### src/rtl/regfile_dump_ctrl.sv
// regfile_dump_ctrl
// Sequencer that lets a debug/test host read or write the whole register file
// over valid/ready streams.
//   Dump: walks read port 1 over x0..x(NREGS-1) and streams each word out on
//         m_data/m_valid/m_ready.
//   Load: accepts NREGS words on s_data/s_valid/s_ready and writes them to
//         x0..x(NREGS-1) through the write port.
// While busy is low, the datapath owns the register file ports. An external
// mux selects between the datapath and this block using busy.
//
// Ports
//   clk, rst_n        clock, asynchronous active-low reset
//   start, mode       one-cycle request taken in IDLE; mode 0 = dump, 1 = load
//   busy, done        operation in progress / one-cycle completion pulse
//   rf_a1, rf_rd1     register file read port 1 (rd1 is combinational from a1)
//   rf_a3, rf_wd3,
//   rf_we3            register file write port
//   m_data, m_valid,
//   m_ready           dump stream source
//   s_data, s_valid,
//   s_ready           load stream sink
//   checksum          (only with RFDUMP_CHECKSUM_EN) XOR of every streamed word
//
// Optional build macro: RFDUMP_CHECKSUM_EN adds the checksum output.
module regfile_dump_ctrl #(
    parameter int DW    = 32,
    parameter int AW    = 5,
    parameter int NREGS = 32
) (
    input  logic          clk,
    input  logic          rst_n,
    input  logic          start,
    input  logic          mode,
    output logic          busy,
    output logic          done,
    output logic [AW-1:0] rf_a1,
    input  logic [DW-1:0] rf_rd1,
    output logic [AW-1:0] rf_a3,
    output logic [DW-1:0] rf_wd3,
    output logic          rf_we3,
    output logic [DW-1:0] m_data,
    output logic          m_valid,
    input  logic          m_ready,
    input  logic [DW-1:0] s_data,
    input  logic          s_valid,
    output logic          s_ready
`ifdef RFDUMP_CHECKSUM_EN
    ,
    output logic [DW-1:0] checksum
`endif
);

    localparam logic [2:0] IDLE  = 3'd0;
    localparam logic [2:0] DUMP  = 3'd1;
    localparam logic [2:0] DRAIN = 3'd2;
    localparam logic [2:0] LOAD  = 3'd3;
    localparam logic [2:0] FLUSH = 3'd4;

    // One extra bit so that NREGS = 2^AW can be counted without wrapping.
    localparam logic [AW:0] LAST_IDX = (AW+1)'(NREGS - 1);

    logic [2:0]  state;
    logic [AW:0] idx;

    logic start_acc;
    logic dump_adv;
    logic load_acc;

    assign start_acc = (state == IDLE) && start;
    // The output register may take a new word when it is empty or being drained.
    assign dump_adv  = (state == DUMP) && (!m_valid || m_ready);
    assign load_acc  = (state == LOAD) && s_valid && s_ready;

    // The read address follows the walk index directly, so rf_rd1 for word idx
    // is captured into m_data on the same cycle the index is presented.
    assign rf_a1 = (state == DUMP) ? idx[AW-1:0] : '0;

    always_ff @(posedge clk or negedge rst_n) begin
        if (!rst_n) begin
            state   <= IDLE;
            idx     <= '0;
            busy    <= 1'b0;
            done    <= 1'b0;
            m_valid <= 1'b0;
            m_data  <= '0;
            s_ready <= 1'b0;
            rf_a3   <= '0;
            rf_wd3  <= '0;
            rf_we3  <= 1'b0;
        end else begin
            done   <= 1'b0;
            rf_we3 <= 1'b0;
            case (state)
                IDLE: begin
                    if (start) begin
                        idx     <= '0;
                        busy    <= 1'b1;
                        s_ready <= mode;
                        state   <= mode ? LOAD : DUMP;
                    end
                end
                DUMP: begin
                    if (dump_adv) begin
                        m_data  <= rf_rd1;
                        m_valid <= 1'b1;
                        idx     <= idx + 1'b1;
                        if (idx == LAST_IDX) begin
                            state <= DRAIN;
                        end
                    end
                end
                DRAIN: begin
                    // The last word is sitting in the output register.
                    if (m_ready) begin
                        m_valid <= 1'b0;
                        done    <= 1'b1;
                        busy    <= 1'b0;
                        state   <= IDLE;
                    end
                end
                LOAD: begin
                    if (load_acc) begin
                        rf_a3  <= idx[AW-1:0];
                        rf_wd3 <= s_data;
                        rf_we3 <= 1'b1;
                        idx    <= idx + 1'b1;
                        if (idx == LAST_IDX) begin
                            s_ready <= 1'b0;
                            state   <= FLUSH;
                        end
                    end
                end
                FLUSH: begin
                    // rf_we3 for the final word is high this cycle; the write
                    // lands on this edge, so done can follow immediately.
                    done  <= 1'b1;
                    busy  <= 1'b0;
                    state <= IDLE;
                end
                default: begin
                    state <= IDLE;
                end
            endcase
        end
    end

`ifdef RFDUMP_CHECKSUM_EN
    // Words are folded in when captured into m_data; every captured word is
    // eventually emitted, so the value is complete by the done pulse.
    always_ff @(posedge clk or negedge rst_n) begin
        if (!rst_n) begin
            checksum <= '0;
        end else if (start_acc) begin
            checksum <= '0;
        end else if (dump_adv) begin
            checksum <= checksum ^ rf_rd1;
        end else if (load_acc) begin
            checksum <= checksum ^ s_data;
        end
    end
`else
    // Without the checksum, the start strobe is only used by the FSM.
    logic unused_start_acc;
    assign unused_start_acc = start_acc;
`endif

endmodule

### config.mk
export PLATFORM = sky130hd
export DESIGN_NAME = regfile_dump_ctrl
export DESIGN_NICKNAME = d
export VERILOG_FILES = /design/src/rtl/regfile_dump_ctrl.sv
export SDC_FILE = /design/constraint.sdc
export NUM_CORES = 1
export LEC_CHECK = 0
export ABC_AREA = 1
export CAP_MARGIN = 20
export CORE_ASPECT_RATIO = 1.25
export CORE_MARGIN = 2
export CORE_UTILIZATION = 40
export DETAILED_ROUTE_END_ITERATION = 16
export PLACE_DENSITY_LB_ADDON = 0.05
export SYNTH_ARGS = -nofsm -noshare
export SYNTH_HDL_FRONTEND = slang
export SYNTH_SLANG_ARGS = --single-unit
### constraint.sdc
create_clock -name clk -period 1.6 [get_ports clk]
set_input_delay 0.16 -clock clk [delete_from_list [all_inputs] [get_ports clk]]
set_output_delay 0.16 -clock clk [all_outputs]
set_load 0.005 [all_outputs]
* Word level (Yosys, flattened, before mapping)
Cells that the tools add are included.
W data, S select, Z words.
** Word-level totals
- Flip-flop bits (word level) :: 83
** Cells by class
- Add/subtract/negate cells :: 1
- Eq/ne operators :: 11
- Reductions and logical operators :: 17
- Multiplexer cells :: 26
** Operators by type and width (count)
- $mux W3 :: 6
- $mux W6 :: 3
- $pmux W6 S3 :: 1
- $pmux W3 S4 :: 1
- $mux W1 :: 9
- $ne A2 B2 Y1 const B :: 4
- $reduce_and A4 Y1 :: 2
- $add A6 B1 Y6 const B :: 1
- $eq A3 B2 Y1 const B :: 2
- $eq A6 B5 Y1 const B :: 1
- $pmux W1 S2 :: 3
- $reduce_and A3 Y1 :: 2
- $reduce_and A6 Y1 :: 1
- $reduce_bool A3 Y1 :: 2
- $mux W5 :: 1
- $ne A2 B1 Y1 const B :: 2
- $reduce_and A2 Y1 :: 2
- $reduce_bool A2 Y1 :: 2
- $eq A3 B1 Y1 const B :: 1
- $eq A3 B3 Y1 const B :: 1
- $logic_and A1 B1 Y1 :: 3
- $logic_not A3 Y1 :: 1
- $pmux W1 S3 :: 1
- $mux W2 :: 1
- 2 further kinds :: 2

* Logic depth before layout (Yosys ltp)
Gate-level depths: netlist of run 1.
- Depth after elaboration :: 5
- Mapped depth :: 9
- Depth with buffers taken out :: 9

* Least setup slack after synthesis of run 1
No wires, ideal clock.
- Path kind :: register -> register
- Start point :: reg idx[0]
- End point :: reg s_ready
- Required time :: 1.474 ns
- Data arrival time :: 1.103 ns
- Slack :: 0.371 ns
- Cell stages (with the launch flop) :: 9
- Buffers on the path :: 0
- Cell sequence :: dfrtp_1 -> ha_1 -> nand2_1 -> nor2_1 -> nand3_1 -> nand2_1 -> nand2_1 -> nand2_1 -> o21ai_0
** Between the ends
- Cells in the longest elaborated chain, start to end :: 3
** RTL lines
- from (decl) :: RTL line 63 : logic [AW:0] idx;
- from (signal assigned) :: RTL line 106 : idx <= idx + 1'b1;
- from (signal assigned) :: RTL line 126 : idx <= idx + 1'b1;
- $eq A6 B5 Y1 :: RTL line 127 : if (idx == LAST_IDX) begin
- $ne A2 B1 Y1 (no source line)
- $reduce_and A4 Y1 (no source line)
- to (signal assigned) :: RTL line 98 : s_ready <= mode;
- to (decl) :: RTL line 46 : output logic s_ready
No other way between the ends.
A chain may end at the register's enable or synchronous reset.

* Worst setup path in the final report of run 1
- Start point :: reg state[1]
- End point :: reg idx[4]
** Between the ends
- Cells in the longest elaborated chain, start to end :: 5
- Elaborated cells between the ends (all ways) :: 12
- Those cells by class :: 5 x eq/ne; 1 x mux; 6 x reduce/logical
** RTL lines
- from (decl) :: RTL line 62 : logic [2:0] state;
- from (signal assigned) :: RTL line 99 : state <= mode ? LOAD : DUMP;
- $eq A3 B2 Y1 :: RTL line 72, 93
- $logic_and A1 B1 Y1 (2 in a row) :: RTL line 72 : assign load_acc = (state == LOAD) && s_valid && s_ready;
- $ne A2 B2 Y1 (no source line)
- $reduce_and A4 Y1 (no source line)
Parallel ways exist; a longest one is shown, timed or not.

==> results.md, run 1 <==
- The flow ran to the end, and the final reports show no timing, DRC or antenna violations.
- Synthesis inferred 83 register bits.
- For the finished layout, the period the worst path requires is 1540 ps.
- The clock drives 83 sinks.
- The most common cell after layout, fill and taps aside is sky130_fd_sc_hd__nand2_1.
- The via count of the first global-routing pass is 2948.
- The reg-to-reg endpoint is idx[4].
- The worst path required time is 1880 ps.
- Across the VDD grid, the largest voltage drop is 1.00 mV.
- The count of placed standard cells including taps is 670.
- The first routing iteration left 159 violations.
- Tracing the worst setup path back leads to its startpoint at state[1].
- For this run, global-route usage on met1 was measured as 25.8%.
- Routability-driven placement finished with a final weighted congestion of 0.893.
- The highest clock frequency the design can meet is 649 MHz.
- The analysis attributes to cell leakage a power of 2.71 nW.
- The worst setup path is launched from a register.
- The arrival time at the worst endpoint is 1830 ps.
- Across all layers, the routed design uses 3160 vias.
- After synthesis the cells add up to 3520 um2.
- The row count is 38.
- The clock tree root buffer cell is sky130_fd_sc_hd__clkbuf_8.
- The placed wire-length estimate is 6.59 mm.
- For flop-to-flop paths, the worst setup slack is 60 ps.
- The TritonCTS clock tree is yes.
- For this run, global-route usage on met2 was measured as 33.0%.
- The final routed wire length divided by cell count is 13.2 um.
- The cell area power density is 1720 nW/um2.
- The launching point of the worst reg2reg path is state[1].
- The leftover overflow at the end of global routing is 0.
- The first-pass detailed-route iteration total is 4.
- The type of the worst setup path is register to register.
- The switching part of the total is 33.3%.
- The initial cell density of the core is 40.9%.
- Fill cells in the final layout number 776.
- The slowest library cell on the worst path is sky130_fd_sc_hd__dfrtp_1.
- Combinational logic burns 44.6% of the power.
- After the last flow step, the layout net total stands at 638.
- The sequential power share is 37.3%.
- The hold violation count in the final report is 0.
- OpenSTA, run right after detailed placement, puts the worst setup slack at -26.0 ps.
- 149 I/O pins were placed.
- The element type at the critical path end is a register.
- The die outline height is 109 um.
- After global routing, the most crowded layer is met2.
- The least setup slack across all paths after layout is 58.3 ps.
- Traced cell by cell, the critical path runs through buf_4, buf_6, inv_2, nor2_1, nor2_1, nand2_1, nor2_4, buf_4, nand3_1, nand2_1.
- The final clock period utilization by the worst path is 96.4%.
- The number of warning messages in the yosys log is 0.
- The cell count of the worst reg-to-reg path is 10.
- For the pin with the worst max-slew slack, the measured transition is 571 ps.
- The area growth from synthesis to layout is 54.4%.
- The final design utilization is 63.2%.
- The sequential cells in the finished layout cover a total of 2080 um2.
- Cells with a size suffix above 1 make up 10.8% of the layout.
- The number of max-slew violations in the final report is 0.
- The design draws 9.36 mW.
- Counting both buffers and inverters, the worst setup path holds a total of 4.
- Setup repair after global routing could not meet its margin everywhere.
- The wire length reported by the detailed router is 9.16 mm.
- The internal power contribution is 6.24 mW.
- The share of total power dissipated in the clock network is 18.1%.
- The floorplan step defined a core boundary enclosing 8610 um2.
- Setup violations remaining at the end of the flow were counted as 0.
- Across the run, the number of max-cap violations was 0.
- The cell class contributing the biggest share of worst-path delay is simple AND/OR/NAND/NOR gates.
- The average cell area after synthesis is 8.61 um2.
- In this run the tool buffered the top-level ports with 148 buffer cells.
- The worst hold path belongs to the class primary input to async pin.
- For this run, the total global-route usage over all layers was measured as 19.9%.
- The finished layout holds 692 standard cells, fillers aside.
- The synthesized netlist contains 23 unique library cells.
- The global-route wire length before repair is 14.7 mm.
- The die is 87.9 um wide.
- The clock tree buffer depth is 2.
- Clock skew on the completed layout was measured at 8.33 ps.
- Summing all multi-input logic gate instances after layout gives 1290 um2.
- For this design the total switching power over the nets is 3.11 mW.
- Clock-pin slew was measured on the worst setup and hold paths at 80 ps.
- The net count of the mapped netlist is 480.
- The number of antenna violations at the first check in global routing was 0.
- The remaining antenna violation count is 0.
- The clock insertion delay at the later pin of the skew report is 350 ps.
- Global routing consumed, on the met3 layer, 3.94% of the routing resources.
- Using the TritonRoute via totals, the vias-per-cell ratio works out to 4.57.
- The pin count of the biggest net entering global routing is 43.
- Measured against its own limit, the worst slew margin works out to 62.0%.
- The H-tree was split into 3 levels.
- The floorplan die area is 9580 um2.
- Counting the buffers created by CTS gives 9.
- The repair_antennas step left the layout with diodes totalling 0.
- Counting every instance in the synthesized netlist gives 409.
- In this design, the stage delay of the slowest critical-path cell is 420 ps.
- The library cells used most frequently in the layout, excluding fill and tap cells, are 203 x sky130_fd_sc_hd__nand2_1, 142 x sky130_fd_sc_hd__clkdlybuf4s50_1, 81 x sky130_fd_sc_hd__dfrtp_1, 44 x sky130_fd_sc_hd__nand3_1, 13 x sky130_fd_sc_hd__inv_1.
- For this run, the register share of the synthesized area comes to 59.0%.
- Of all nets on the critical path, the largest fanout is 6.
- In the routed design, unresolved DRC markers number 0.
[power by group through the flow]
stage	clock network, mW	registers [mW]	logic (mW)
CTS	1.73	3.49	4.16
floorplan	0	3.57	1.65
detailed placement	0	3.52	4.11
finish	1.69	3.49	4.17
global placement	0	3.49	4.04
global route	1.82	3.61	4.65
[state kept, by name, summed over array words and instances (netlist names)]
signal and count:
busy 1, done 1, idx 6, m_data 32, m_valid 1, rf_a3 5, rf_wd3 32, rf_we3 1
s_ready 1, state 3
[cells by family (layout without fill, tap and decap cells)]
kind of cell / Yosys count / in the layout / share of synthesized area [%]
simple gates: 278 / 278 / 32.9
flops: 83 / 83 / 59.0
compound gates: 9 / 9 / 1.81
xor+xnor: 3 / 3 / 0.746
fa+ha+maj: 1 / 1 / 0.355
buf+inv: 35 / 198 / 5.22
[timing repair]
item                                    CTS  global route
endpoints found under the hold margin    39             0
resized for setup                        15            12
hold buffers                              1             0
pin swaps                                 3             4
endpoints found under the setup margin    6            17
buffers inserted                          3             2
[per-stage QoR]
stage	instance area (um2)	setup TNS, ps	hold WS, ps
finish	5440	0	342
floorplan	3520	0	-136
CTS	5410	-47.7	337
global placement	5130	-0.0705	191
global route	5440	-1270	348
detailed placement	5130	-99.3	200
[cells in the mapped netlist]
library cell,n,share of area [%]
sky130_fd_sc_hd__nand2_1,205,22
sky130_fd_sc_hd__dfrtp_1,83,59
sky130_fd_sc_hd__nand3_1,44,6.3
sky130_fd_sc_hd__nor2_1,17,1.8
sky130_fd_sc_hd__inv_1,14,1.5
sky130_fd_sc_hd__buf_2,6,0.85
sky130_fd_sc_hd__o21ai_2,5,1.2
sky130_fd_sc_hd__buf_4,4,0.85
sky130_fd_sc_hd__buf_6,4,1.3
sky130_fd_sc_hd__inv_2,4,0.43
sky130_fd_sc_hd__clkbuf_1,3,0.32
sky130_fd_sc_hd__nand2_2,3,0.53
sky130_fd_sc_hd__o21ai_0,3,0.43
sky130_fd_sc_hd__xor2_1,3,0.75
sky130_fd_sc_hd__nor2_4,2,0.64
sky130_fd_sc_hd__nor3_1,2,0.28
sky130_fd_sc_hd__a21oi_1,1,0.14
sky130_fd_sc_hd__ha_1,1,0.36
sky130_fd_sc_hd__nand2_4,1,0.32
sky130_fd_sc_hd__nand3_4,1,0.50
sky130_fd_sc_hd__nand3b_1,1,0.21
sky130_fd_sc_hd__nand3b_2,1,0.32
sky130_fd_sc_hd__nor2_2,1,0.18
[cell type report]
class / count / share of cell area [%]
Inverter: 18 / 1.33
Tap cell: 120 / 2.76
Clock buffer: 11 / 2.78
Clock inverter: 5 / 1.38
Timing Repair Buffer: 164 / 29.8
Multi-Input combinational cell: 291 / 23.7
Sequential cell: 83 / 38.2
[metal layers]
layer | wire length, um | share of wire (%)
met4 | 142 | 1.5
met1 | 3960 | 43
met5 | 0 | 0
met3 | 472 | 5.2
met2 | 4580 | 50
[how the worst max path moves through the flow]
stage / end / slack (ps) / depth (start not counted)
5_1_grt: m_data[10] / -60 / 8
2_1_floorplan: s_ready / 370 / 8
6_report: idx[4] / 60 / 10
3_5_place_dp: rf_a3[2] / -30 / 6
3_3_place_gp: rf_a3[4] / -0.07 / 6
4_1_cts: rf_a1[3] / -20 / 5
No activity file was read; power rests on OpenSTA's default activity.
==> inputs of run 2 (changes only) <==
Settings changed: CORE_MARGIN 2 to not set, GPL_ROUTABILITY_DRIVEN set to 0.
==> run 2 against run 1 <==
Effect of this change:
- via count increased by 1.1%
- clock-buffer cell count increased by 3
- sequential share of layout area up 0.40 points
- critical path depth down 1
- clock skew down 2.7 ps
- sequential power hardly changed
- non-clock buffer count down 3
- core utilization up 1.0 points
- worst hold slack got worse by 30 ps
- critical endpoint is now idx[3]
- largest power group unchanged
==> results.md, run 2 (same netlist as run 1, synthesis figures left out) <==
- Once placement finished, the instance area stood at 5140 um2.
- The largest single stage delay on the critical path is 420 ps.
- Before antenna repair, the detailed router went through 4 iterations.
- Data on the critical path arrives at its endpoint at 1760 ps.
- The number of sinks on the clock net is 83.
- The routed layout has 3196 vias.
- Clock tree synthesis selected as its root buffer the cell sky130_fd_sc_hd__clkbuf_8.
- The cell count of the worst reg-to-reg path is 9.
- The leakage dissipation is 2.67 nW.
- The slowest library cell on the worst path is sky130_fd_sc_hd__dfrtp_1.
- In this run the core area contains 37 standard-cell rows.
- In this run the count of I/O pins placed on the die edge is 149.
- The pin count of the biggest net entering global routing is 43.
- The die outline height is 107 um.
- The critical path starts at state[1].
- The type of the worst setup path is register to register.
- Of the available clock period, the critical path in the final layout requires 94.8%.
- Power spread over the standard cell area amounts to 1680 nW/um2.
- The number of antenna violations at the first check in global routing is 0.
- Among cell families on the critical path, the largest total delay comes from simple AND/OR/NAND/NOR gates.
- The nature of the critical path startpoint is a register.
- The launching point of the worst reg2reg path is state[1].
- The reg-to-reg endpoint is idx[3].
- The remaining antenna violation count is 0.
- The number of failing setup endpoints in the final timing report is 0.
- Compared with the post-synthesis result, the final layout area differs by 52.8%.
- Leaving out fill and tap cells, the most frequent cell in the layout is sky130_fd_sc_hd__nand2_1.
- Walking the worst path, the cells encountered are buf_6, buf_6, nor2_2, nand3b_2, nand2_1, nor2_4, buf_4, nand3_1, nand2_1.
- Across every metal layer, demand over resource in global routing totals 20.7%.
- The number of non-filler instances in the completed layout is 686.
- The shortest period the worst path allows is 1520 ps.
- The via count of the first global-routing pass was 3162.
- In this run the standard cell core region covers 8380 um2.
- The global-route wire length before repair is 14.8 mm.
- After detailed routing, the average wire length per cell comes to 13.3 um.
- The largest registers in the layout are m_data (32), rf_wd3 (32), idx (6).
- The register-to-register setup slack is 80 ps.
- The floorplan step defined a die boundary enclosing 9190 um2.
- The net count of the finished layout is 635.
- The layout cell share with drive strength beyond 1 is 9.49%.
- For the pin with the worst max-slew slack, the measured transition is 475 ps.
- The highest clock frequency the design can meet is 660 MHz.
- The hold violation count in the final report is 0.
- In the layout the commonest cells are 203 x sky130_fd_sc_hd__nand2_1, 142 x sky130_fd_sc_hd__clkdlybuf4s50_1, 81 x sky130_fd_sc_hd__dfrtp_1, 44 x sky130_fd_sc_hd__nand3_1, 14 x sky130_fd_sc_hd__nor2_1.
- Including well taps, the total number of placed cells is 665.
- The initial cell density of the core is 42.0%.
- The routed via count divided by cell count is 4.66.
- The clock arrives with 5.62 ps of skew.
- The number of buffers inserted by port buffering is 148.
- The wire length reported by the detailed router is 9.14 mm.
- TritonCTS built the clock tree.
- At the worst endpoint, the required time is 1840 ps.
- The worst path meets setup with 83.9 ps of slack.
- Across the VDD grid, the largest voltage drop is 0.887 mV.
- At the placement stage, the worst setup path has a slack of -32.2 ps.
- In the final timing run, aggregate negative setup slack is 0 ps.
- The type of the tightest min-delay check is primary input to async pin.
- The buffering stage count on the worst path with inverters included is 3.
- 0 antenna diodes ended up in the layout.
- The clock tree buffer depth is 2.
- Clock-pin slew was measured on the worst setup and hold paths at 80 ps.
- Headroom to the max-slew limit came out at 68.4%.
- Measured along the x axis, the die boundary spans 85.9 um.
- Detailed placement ended at an HPWL of 6.47 mm.
- CTS built an H-tree with a depth of 3.
- The number of max-slew violations in the final report is 0.
- Hold is met by 312 ps.
- The number of max-capacitance violations reported is 0.
- Along the worst path, the maximum fanout reaches 7.
- The flow ran to the end, and the final reports show no timing, DRC or antenna violations.
- Clock tree synthesis inserted a total of 9 buffers.
- Summed over all layers, the global routing overflow is 0.
- The DRC violation total after the first TritonRoute iteration is 145.
- The final instance area is 5380 um2.
- For this run, design rule violations remaining after detail routing come to 0.
- The clock insertion delay at the later pin of the skew report is 340 ps.
- The worst setup path is captured at a register.
==> run 2: cell count changes in the layout (fill, tap and decap cells not counted), moves of 2 or more <==
cell                        before  now
sky130_fd_sc_hd__buf_4          12    6
sky130_fd_sc_hd__clkbuf_1        0    3
sky130_fd_sc_hd__buf_12          2    4
sky130_fd_sc_hd__bufinv_16       2    0
sky130_fd_sc_hd__nor2_1         12   14
sky130_fd_sc_hd__nor2_2          5    3
==> run 2: worst max-delay path by stage <==
stage          slack, ps       end  cells past startpoint
5_1_grt               -4    idx[5]                     10
3_3_place_gp          10  rf_a3[4]                      6
6_report              80    idx[3]                      9
2_1_floorplan        370   s_ready                      8
3_5_place_dp         -30  rf_a3[2]                      6
4_1_cts               10  rf_a1[3]                      5
==> run 2: routing by layer <==
layer	up-vias	share of wire [%]	global-route usage [%]
li1	1576	-	-
met1	1518	42	24.9
met2	91	52	36.5
met3	11	5.0	3.08
met4	0	1.7	9.29
met5	-	0	0
==> run 2: where the power goes <==
part	internal [mW]	leakage (nW)	switching [mW]
clock	0.647	0.0905	0.694
combinational	2.31	1.54	1.89
sequential	2.98	1.04	0.511
==> run 2: stage by stage <==
step / power [mW] / utilization, %
4_1_cts: 9.08 / 63.9
5_1_grt: 9.76 / 64.2
3_5_place_dp: 7.66 / 61.4
2_1_floorplan: 5.22 / -
6_report: 9.04 / 64.2
3_3_place_gp: 7.56 / 61.4
==> run 2: area by class of cell <==
cell class              count  area, um2
flip-flops and latches     83       2080
well taps                 117        146
multi-input cells         291       1280
clock inverters             2       10.0
clock buffers              14        163
fillers                   727       3000
inverters                  18       72.6
repair buffers            161       1630
==> run 2: timing repair <==
| item | CTS | global route |
|---|---|---|
| buffers inserted | 3 | 1 |
| hold buffers | 1 | 0 |
| pin swaps | 3 | 4 |
| resized for setup | 15 | 10 |
| endpoints found under the hold margin | 30 | 0 |
| setup endpoints to repair | 7 | 40 |
| gates cloned | 0 | 0 |
==> inputs of run 3 (changes only) <==
Settings changed: SKIP_CTS_REPAIR_TIMING set to 1.
==> run 3 against run 2 <==
Effect of this change:
- register-to-register slack worse by 40 ps
- wire length decreased by 1.2%
- first-iteration DRC count down 14%
- total power fell by 0.94%
- fmax is 2.5% lower
- sequential power hardly changed
- clock skew about the same
- critical path depth grew 1
==> results.md, run 3 (same netlist as run 1, synthesis figures left out) <==
- The largest registers in the layout are m_data (32), rf_wd3 (32), idx (6).
- The final worst hold slack is 310 ps.
- The floorplan core area is 8380 um2.
- The detailed router finished its first iteration with 124 violations.
- Of the available clock period, the critical path in the final layout requires 97.2%.
- Routed signal wires occupy layers up through met4.
- The row count is 37.
- In this run the clock root is driven by a sky130_fd_sc_hd__clkbuf_8.
- The via count of the first global-routing pass is 3114.
- The area growth from synthesis to layout is 52.7%.
- The total of fill cells in the finished design is 734.
- The die is 107 um tall.
- In the detailed route, the total length drawn on met2 is 4.63 mm.
- In this run the tool buffered the top-level ports with 148 buffer cells.
- The worst-case IR drop observed on VDD is 0.865 mV.
- At the worst endpoint, the arrival time is 1790 ps.
- The number of antenna violations at the first check in global routing is 0.
- 0 antenna diodes ended up in the layout.
- The number of max-capacitance violations reported is 0.
- In this run the critical register-to-register path is launched from state[1].
- In the routed design, unresolved DRC markers number 0.
- For this run, the top clock speed supported by timing is 643 MHz.
- Power spread over the standard cell area amounts to 1660 nW/um2.
- Summing all multi-input logic gate instances after layout gives 1280 um2.
- The clock tree buffer depth is 2.
- The number of top-level pins is 149.
- In the global route stage, overall resource usage came out at 20.5%.
- The first global-routing pass estimated 14.6 mm of wire.
- Measured on the finished design, the core utilization comes to 64.2%.
- The pin count of the biggest net entering global routing is 43.
- The cell seen most often among critical-path stages is sky130_fd_sc_hd__nand2_1.
- In the final routed layout, each cell accounts on average for 13.2 um.
- The biggest fanout along the worst timing path is 7.
- In the final routing, the length of wire on met1 measures 3.75 mm.
- The routed via count divided by cell count is 4.69.
- The leakage dissipation is 2.73 nW.
- Counting both buffers and inverters, the worst setup path holds a total of 4.
- The die covers 9190 um2.
- For the pin with the worst max-slew slack, the measured transition is 472 ps.
- The reg-to-reg endpoint is idx[0].
- The number of max-slew violations in the final report is 0.
- The worst path required time is 1840 ps.
- The library cell used most frequently in the layout, excluding fill and tap cells, is sky130_fd_sc_hd__nand2_1.
- Registers take 2080 um2.
- Summed over all nets, the half-perimeter wirelength after detailed placement is 6.47 mm.
- The clock insertion delay at the later pin of the skew report is 340 ps.
- The cell class contributing the biggest share of worst-path delay is simple AND/OR/NAND/NOR gates.
- The hold violation count in the final report is 0.
- Headroom to the max-slew limit came out at 68.5%.
- The H-tree generated during clock tree synthesis spans 3 levels.
- Clock-pin slew was measured on the worst setup and hold paths at 80 ps.
- The total power after layout is 8.95 mW.
- The number of failing setup endpoints in the final timing report is 0.
- The run finished with clean final reports.
- The tightest min-delay check is of the primary input to async pin type.
- The detailed router placed 3208 vias in this run.
- The cell count of the worst reg-to-reg path is 10.
- On the final layout, the worst clock skew is 5.94 ps.
- The post-route netlist has 8.29% of its cells at a drive strength greater than 1.
- The shortest period the worst path allows is 1560 ps.
- The element type at the critical path end is a register.
- The number of sinks on the clock net is 83.
- The met3 wire length is 440 um.
- The leftover overflow at the end of global routing is 0.
- After the last flow step, the layout net total stands at 633.
- On the worst path, the slowest cell contributes a delay of 420 ps.
- TritonCTS built the clock tree.
- The pre-antenna-repair detailed-routing pass consisted of 4 iterations.
- Leaving out fill and tap cells, the most frequent cells in the layout are 205 x sky130_fd_sc_hd__nand2_1, 142 x sky130_fd_sc_hd__clkdlybuf4s50_1, 81 x sky130_fd_sc_hd__dfrtp_1, 44 x sky130_fd_sc_hd__nand3_1.
- Setup repair after global routing could not meet its margin everywhere.
- The initial cell density of the core is 42.0%.
- The setup path with the least slack is of type register to register.
- The critical path goes through buf_4, buf_4, inv_1, nor2_1, nor2_1, nand2_1, nor2_4, inv_2, nand2_1, nand2_1.
- The worst setup path is launched from a register.
- From left edge to right edge, the die measures 85.9 um.
- The CTS buffer count is 9.
- The remaining antenna violation count is 0.
- The worst register-to-register path has a setup slack of 40 ps.
- The wire length reported by the detailed router is 9.03 mm.
- The largest individual stage delay along the critical path comes from the cell sky130_fd_sc_hd__dfrtp_1.
run 3: worst register-to-register path, cell delays in order (launching register included):
cell and delay (ps):
sky130_fd_sc_hd__dfrtp_1 420, sky130_fd_sc_hd__buf_4 160, sky130_fd_sc_hd__buf_4 140, sky130_fd_sc_hd__inv_1 60, sky130_fd_sc_hd__nor2_1 50, sky130_fd_sc_hd__nor2_1 110
sky130_fd_sc_hd__nand2_1 100, sky130_fd_sc_hd__nor2_4 200, sky130_fd_sc_hd__inv_2 100, sky130_fd_sc_hd__nand2_1 70, sky130_fd_sc_hd__nand2_1 50
run 3: area by class of cell:
class / instances / area share [%]
clock inverter: 2 / 0.186
tap: 117 / 2.72
multi-input combinational: 291 / 23.8
inverter: 18 / 1.30
timing repair buffer: 159 / 30.3
sequential: 83 / 38.7
clock buffer: 14 / 3.02
run 3: metrics by stage:
| stage | instances | area (um2) | setup slack, ps | setup TNS (ps) |
|---|---|---|---|---|
| detailed placement | 665 | 5140 | -32.2 | -107 |
| global route | 684 | 5380 | -78.3 | -528 |
| floorplan | 409 | 3520 | 371 | 0 |
| global placement | 665 | 5140 | 10.7 | 0 |
| CTS | 681 | 5310 | -302 | -1450 |
| finish | 684 | 5380 | 44.8 | 0 |
run 3: how the worst max path moves through the flow:
| stage | slack, ps | start | cells after the start | to |
|---|---|---|---|---|
| after detailed placement | -30 | s_valid | 6 | rf_a3[2] |
| after global placement | 10 | s_valid | 6 | rf_a3[4] |
| final | 40 | state[1] | 10 | idx[0] |
| after global routing | -80 | state[1] | 9 | idx[5] |
| after CTS | -300 | state[2] | 4 | rf_a1[4] |
| after floorplan | 370 | idx[0] | 8 | s_ready |
run 3: power breakdown:
part           internal, mW  total, mW  leakage (nW)  switching, mW
clock network         0.647       1.35        0.0905          0.700
registers              2.98       3.49          1.04          0.505
logic                  2.27       4.12          1.60           1.85
total                  5.90       8.95          2.73           3.06
run 3: routing by layer:
metal / track usage (%) / vias up
met2: 36.0 / 99
met3: 3.08 / 14
li1: - / 1573
met1: 24.7 / 1522
met4: 9.29 / 0
met5: 0 / -
